`src/rtl/decoder_3x8.sv`:
```
// Registered 3-to-8 one-hot decoder with active-high enable and selectable output polarity.
// The output bus comes straight from flops, so downstream chip-selects never see glitches.
module decoder_3x8 #(
    parameter bit OUT_ACTIVE_LOW = 1'b0
) (
    input  logic       clk,
    input  logic       rst_n,
    input  logic [2:0] A,
    input  logic       E,
    output logic [7:0] D
);

    logic [7:0] w_nxt;
    logic [7:0] r_dreg;

    always_comb begin
        w_nxt = 8'h00;
        if (E) begin
            w_nxt = 8'h01 << A;
        end
    end

    always_ff @(posedge clk or negedge rst_n) begin
        if (!rst_n) begin
            r_dreg <= 8'h00;
        end else begin
            r_dreg <= w_nxt;
        end
    end

    // Polarity is fixed at elaboration, so D is still a pure flop output (or its static inverse).
    generate
        if (OUT_ACTIVE_LOW) begin : g_active_low
            assign D = ~r_dreg;
        end else begin : g_active_high
            assign D = r_dreg;
        end
    endgenerate

    assert property (@(posedge clk) disable iff (!rst_n) $onehot0(r_dreg));

endmodule

```
`config.mk`:
```
export PLATFORM = sky130hd
export DESIGN_NAME = decoder_3x8
export DESIGN_NICKNAME = d
export VERILOG_FILES = /design/src/rtl/decoder_3x8.sv
export SDC_FILE = /design/constraint.sdc
export NUM_CORES = 1
export LEC_CHECK = 0
export ABC_AREA = 1
export CAP_MARGIN = 10
export CORE_AREA = 2 2 39 41
export CTS_CLUSTER_DIAMETER = 200
export DETAILED_ROUTE_END_ITERATION = 12
export DIE_AREA = 0 0 41 43
export PLACE_DENSITY = 0.52
export SLEW_MARGIN = 25
export SYNTH_ARGS = -nofsm -noshare
export SYNTH_HDL_FRONTEND = slang
export SYNTH_SLANG_ARGS = --single-unit
```
`constraint.sdc`:
```
create_clock -name clk -period 1.3 [get_ports clk]
set_clock_uncertainty 0.05 [all_clocks]
set_input_delay 0.26 -clock clk [delete_from_list [all_inputs] [get_ports clk]]
set_output_delay 0.26 -clock clk [all_outputs]
set_load 0.01 [all_outputs]
```
Word-level counts from Yosys, hierarchy flattened
Cells that the tools add are included.

operators by class
  mux-type cells = 1
  shifts and indexed selects = 1

operator list
  cell                   number
  $mux W8                1
  $shl A1 B3 Y8 const A  1

word-level totals
  input port bits = 6
  register bits = 8
  logic and storage cells = 3
  output and inout port bits = 8

Longest topological paths before layout
Gate-level depths: netlist (run 1).

  depth after elaboration = 2
  depth in mapped cells = 3
  depth with buffers taken out = 3

Worst setup path after synthesis (run 1)
No wires, ideal clock.

  kind = reg-to-output
  start = reg r_dreg[0], in the netlist D[0]
  end = out D[0]
  arrival time = 0.376 ns
  stages on the path, launching flop included = 1
  required time = 0.990 ns
  path buffers = 0
  slack = 0.614 ns
  cells stage by stage = dfrtp_1

RTL lines
  what                      RTL line  source
  start: declaration        14        logic [7:0] r_dreg;
  start signal: assignment  27        r_dreg <= w_nxt;
  end: declaration          10        output logic [7:0] D

No word-level cell between the ends.

Worst setup path after layout (run 1)
  start = reg r_dreg[0], in the netlist D[0]
  end = out D[0]

No word-level cell between the ends.

==> flow_summary.toml, run 1 <==
[status]
status = "complete, no violations"

[routing]
routedWlPerCell_um = 7.74
drt_first_pass_iters = 4
drc = 0
routed_via_density = 3.82
drt_iter0_markers = 2
vias = 218
wirelength_um = 441
ant_nets = 0

[global_routing]
grt_pass1_vias = 192
grt_usage = 0.0682
grt_start_max_net_pins = 9
antenna_found_initial = 0
grt_overflow_total = 0
grt_pass1_wl_um = 696

[clock_tree]
clkTransAtPathRegs_ns = 0.05
cts_tree = "yes"
numCtsBuffers = 3
post_cts_buffers = 0
clk_path_buf_depth = 2
hold_buffers = 0
ctsHtreeMaxLevel = 1
cts_sinks = 8
root_buffer = "clkbuf_4"

[yosys]
ys_warn_count = 0
synth_top_area_share = 0.758
synth_edf_count = 0
seq_area_frac_synth = 0.758
syn_inst = 25
yosys_register_bits = 8
ys_types = 4
synth_compound_area_frac = 0
synth_xor_area_frac = 0
ys_top_cells_by_area = "dfrtp_1 76%, nor2_1 11%, nand2_1 8.5%"
synth_top_family_by_area = "simple AND/OR/NAND/NOR gates"
synthAdderAreaFrac = 0
syn_area_per_cell_um2 = 10.6
synthTopCellsByCount = "8 x dfrtp_1, 8 x nor2_1, 6 x nand2_1, 3 x inv_1"
syn-cell-area_um2 = 264
synth_mux_area_frac = 0
synth_nets = 31
async_flop_share = 1.00
yosysTopAreaCell = "dfrtp_1"
ys.flop_type = "dfrtp_1"
synthSimpleGateAreaFrac = 0.199

[final_layout]
antennaDiodeCount = 0
layout-drive-gt1-share = 0.0732
stdcell_area_um2 = 427
fin_nets = 49
stdcell_count = 57
area_growth_syn_to_layout_pct = 61.6
largest_register_ffs = 8

[power]
pwr-share-seq = 0.525
comb_power_share = 0.095
clockPowerShare = 0.380
fin_total_pwr_uw = 489
irDropWorstVdd_v = 0.000333
pwr_density_cell_nw_per_um2 = 1150
power.switching_uw = 105
p_leak_nw = 0.247
swShare = 0.214
internal-power_uw = 384

[placed_design]
io_buffers = 13
place_congestion = 0.626
post_dp_cell_area_um2 = 414
dp_hpwl_um = 346
dp_cells = 54

[setup_path]
worstPathArrival_ns = 0.88
crit_path_max_incr_delay_ns = 0.35
path_class = "reg -> out"
worst-path-buf-inv = 1
cp_top_family = "flip-flops"
start_kind = "flop"
slowest_stage = "dfrtp_1"
path_max_fanout = 1
crit_required_ns = 0.99
crit_path_end_kind = "output port"
worstPathCellList = "dlygate4sd2_1"

[timing]
slew_violations = 0
setup_viol = 0
relSlewSlack = 0.772
tns_ns = 0
hold_viol = 0
fmax_ghz = 0.840
finalCriticalPeriod_ns = 1.19
period_share = 0.916
rsz0062_at_grt = "false"
tightest_slew_ns = 0.340

[die]
row_count = 14
io_pins = 14
fp.coreArea_um2 = 1380
die_x_um = 41
initial_core_util = 0.191
die_area_um2 = 1760
die_h_um = 43

[job]
cap_viol_max_count = 0

[worst_hold_path]
hold_class = "in -> async"
-- per-layer routing --
metal,global-route usage,share of wire,up-vias,routed length [um]
li1,-,-,104,-
met4,0.100,0.077,0,34
met5,0,0,-,0
met1,0.0741,0.37,96,162
met3,0.0314,0.15,5,66
met2,0.0750,0.40,13,178
-- logic make-up (layout without fill, tap and decap cells) --
| group | Yosys count | in the layout |
|---|---|---|
| and+or+nand+nor | 14 | 14 |
| DFF | 8 | 8 |
| buffers and inverters | 3 | 19 |
-- layout by cell type (no fill, tap or decap) --
cell type and count:
dfrtp_1 8, inv_1 3, dlygate4sd2_1 8, nand2_1 6
clkbuf_4 3, nor2_1 8, clkdlybuf4s50_1 5
-- power groups by stage --
stage	registers, mW	logic [mW]	clock network (mW)
2_1_floorplan	0.265	0.0118	0
3_3_place_gp	0.261	0.0514	0
4_1_cts	0.257	0.0471	0.192
5_1_grt	0.257	0.0524	0.202
6_report	0.257	0.0463	0.186
3_5_place_dp	0.261	0.0515	0
-- cell type report --
| class | instances | area [um2] |
|---|---|---|
| inverter | 3 | 11.3 |
| sequential | 8 | 200 |
| multi-input combinational | 14 | 52.6 |
| fill | 155 | 957 |
| timing repair buffer | 13 | 120 |
| tap | 16 | 20.0 |
| clock buffer | 3 | 22.5 |
-- path summary, 6_finish.rpt --
check | from | end | slack [ns] | cells after the start
max | D[0] | D[0] | 0.11 | 1
max in group asynchronous | rst_n | D[3] | 0.72 | 1
min | rst_n | D[6] | 0.23 | 1
min in group clk | A[0] | D[7] | 0.56 | 3
-- through the flow --
stage | utilization | setup slack (ns) | hold slack, ns
after floorplan | - | 0.614 | -0.0856
after global placement | 0.299 | 0.158 | 0.507
after detailed placement | 0.299 | 0.154 | 0.508
after CTS | 0.308 | 0.0963 | 0.239
after global routing | 0.308 | 0.0780 | 0.269
final | 0.308 | 0.109 | 0.226
-- timing repair --
action                                 CTS  global route
setup endpoints to repair                8             0
resized for setup                        8             0
endpoints found under the hold margin    0             0
No activity file was read; power rests on OpenSTA's default activity.
==> inputs of run 2 (changes only) <==
Settings changed: HOLD_SLACK_MARGIN from default to 0.1, TNS_END_PERCENT from default to 5.
==> results of run 2 <==
Final layout, timing and power as in run 1 (identical DEF).
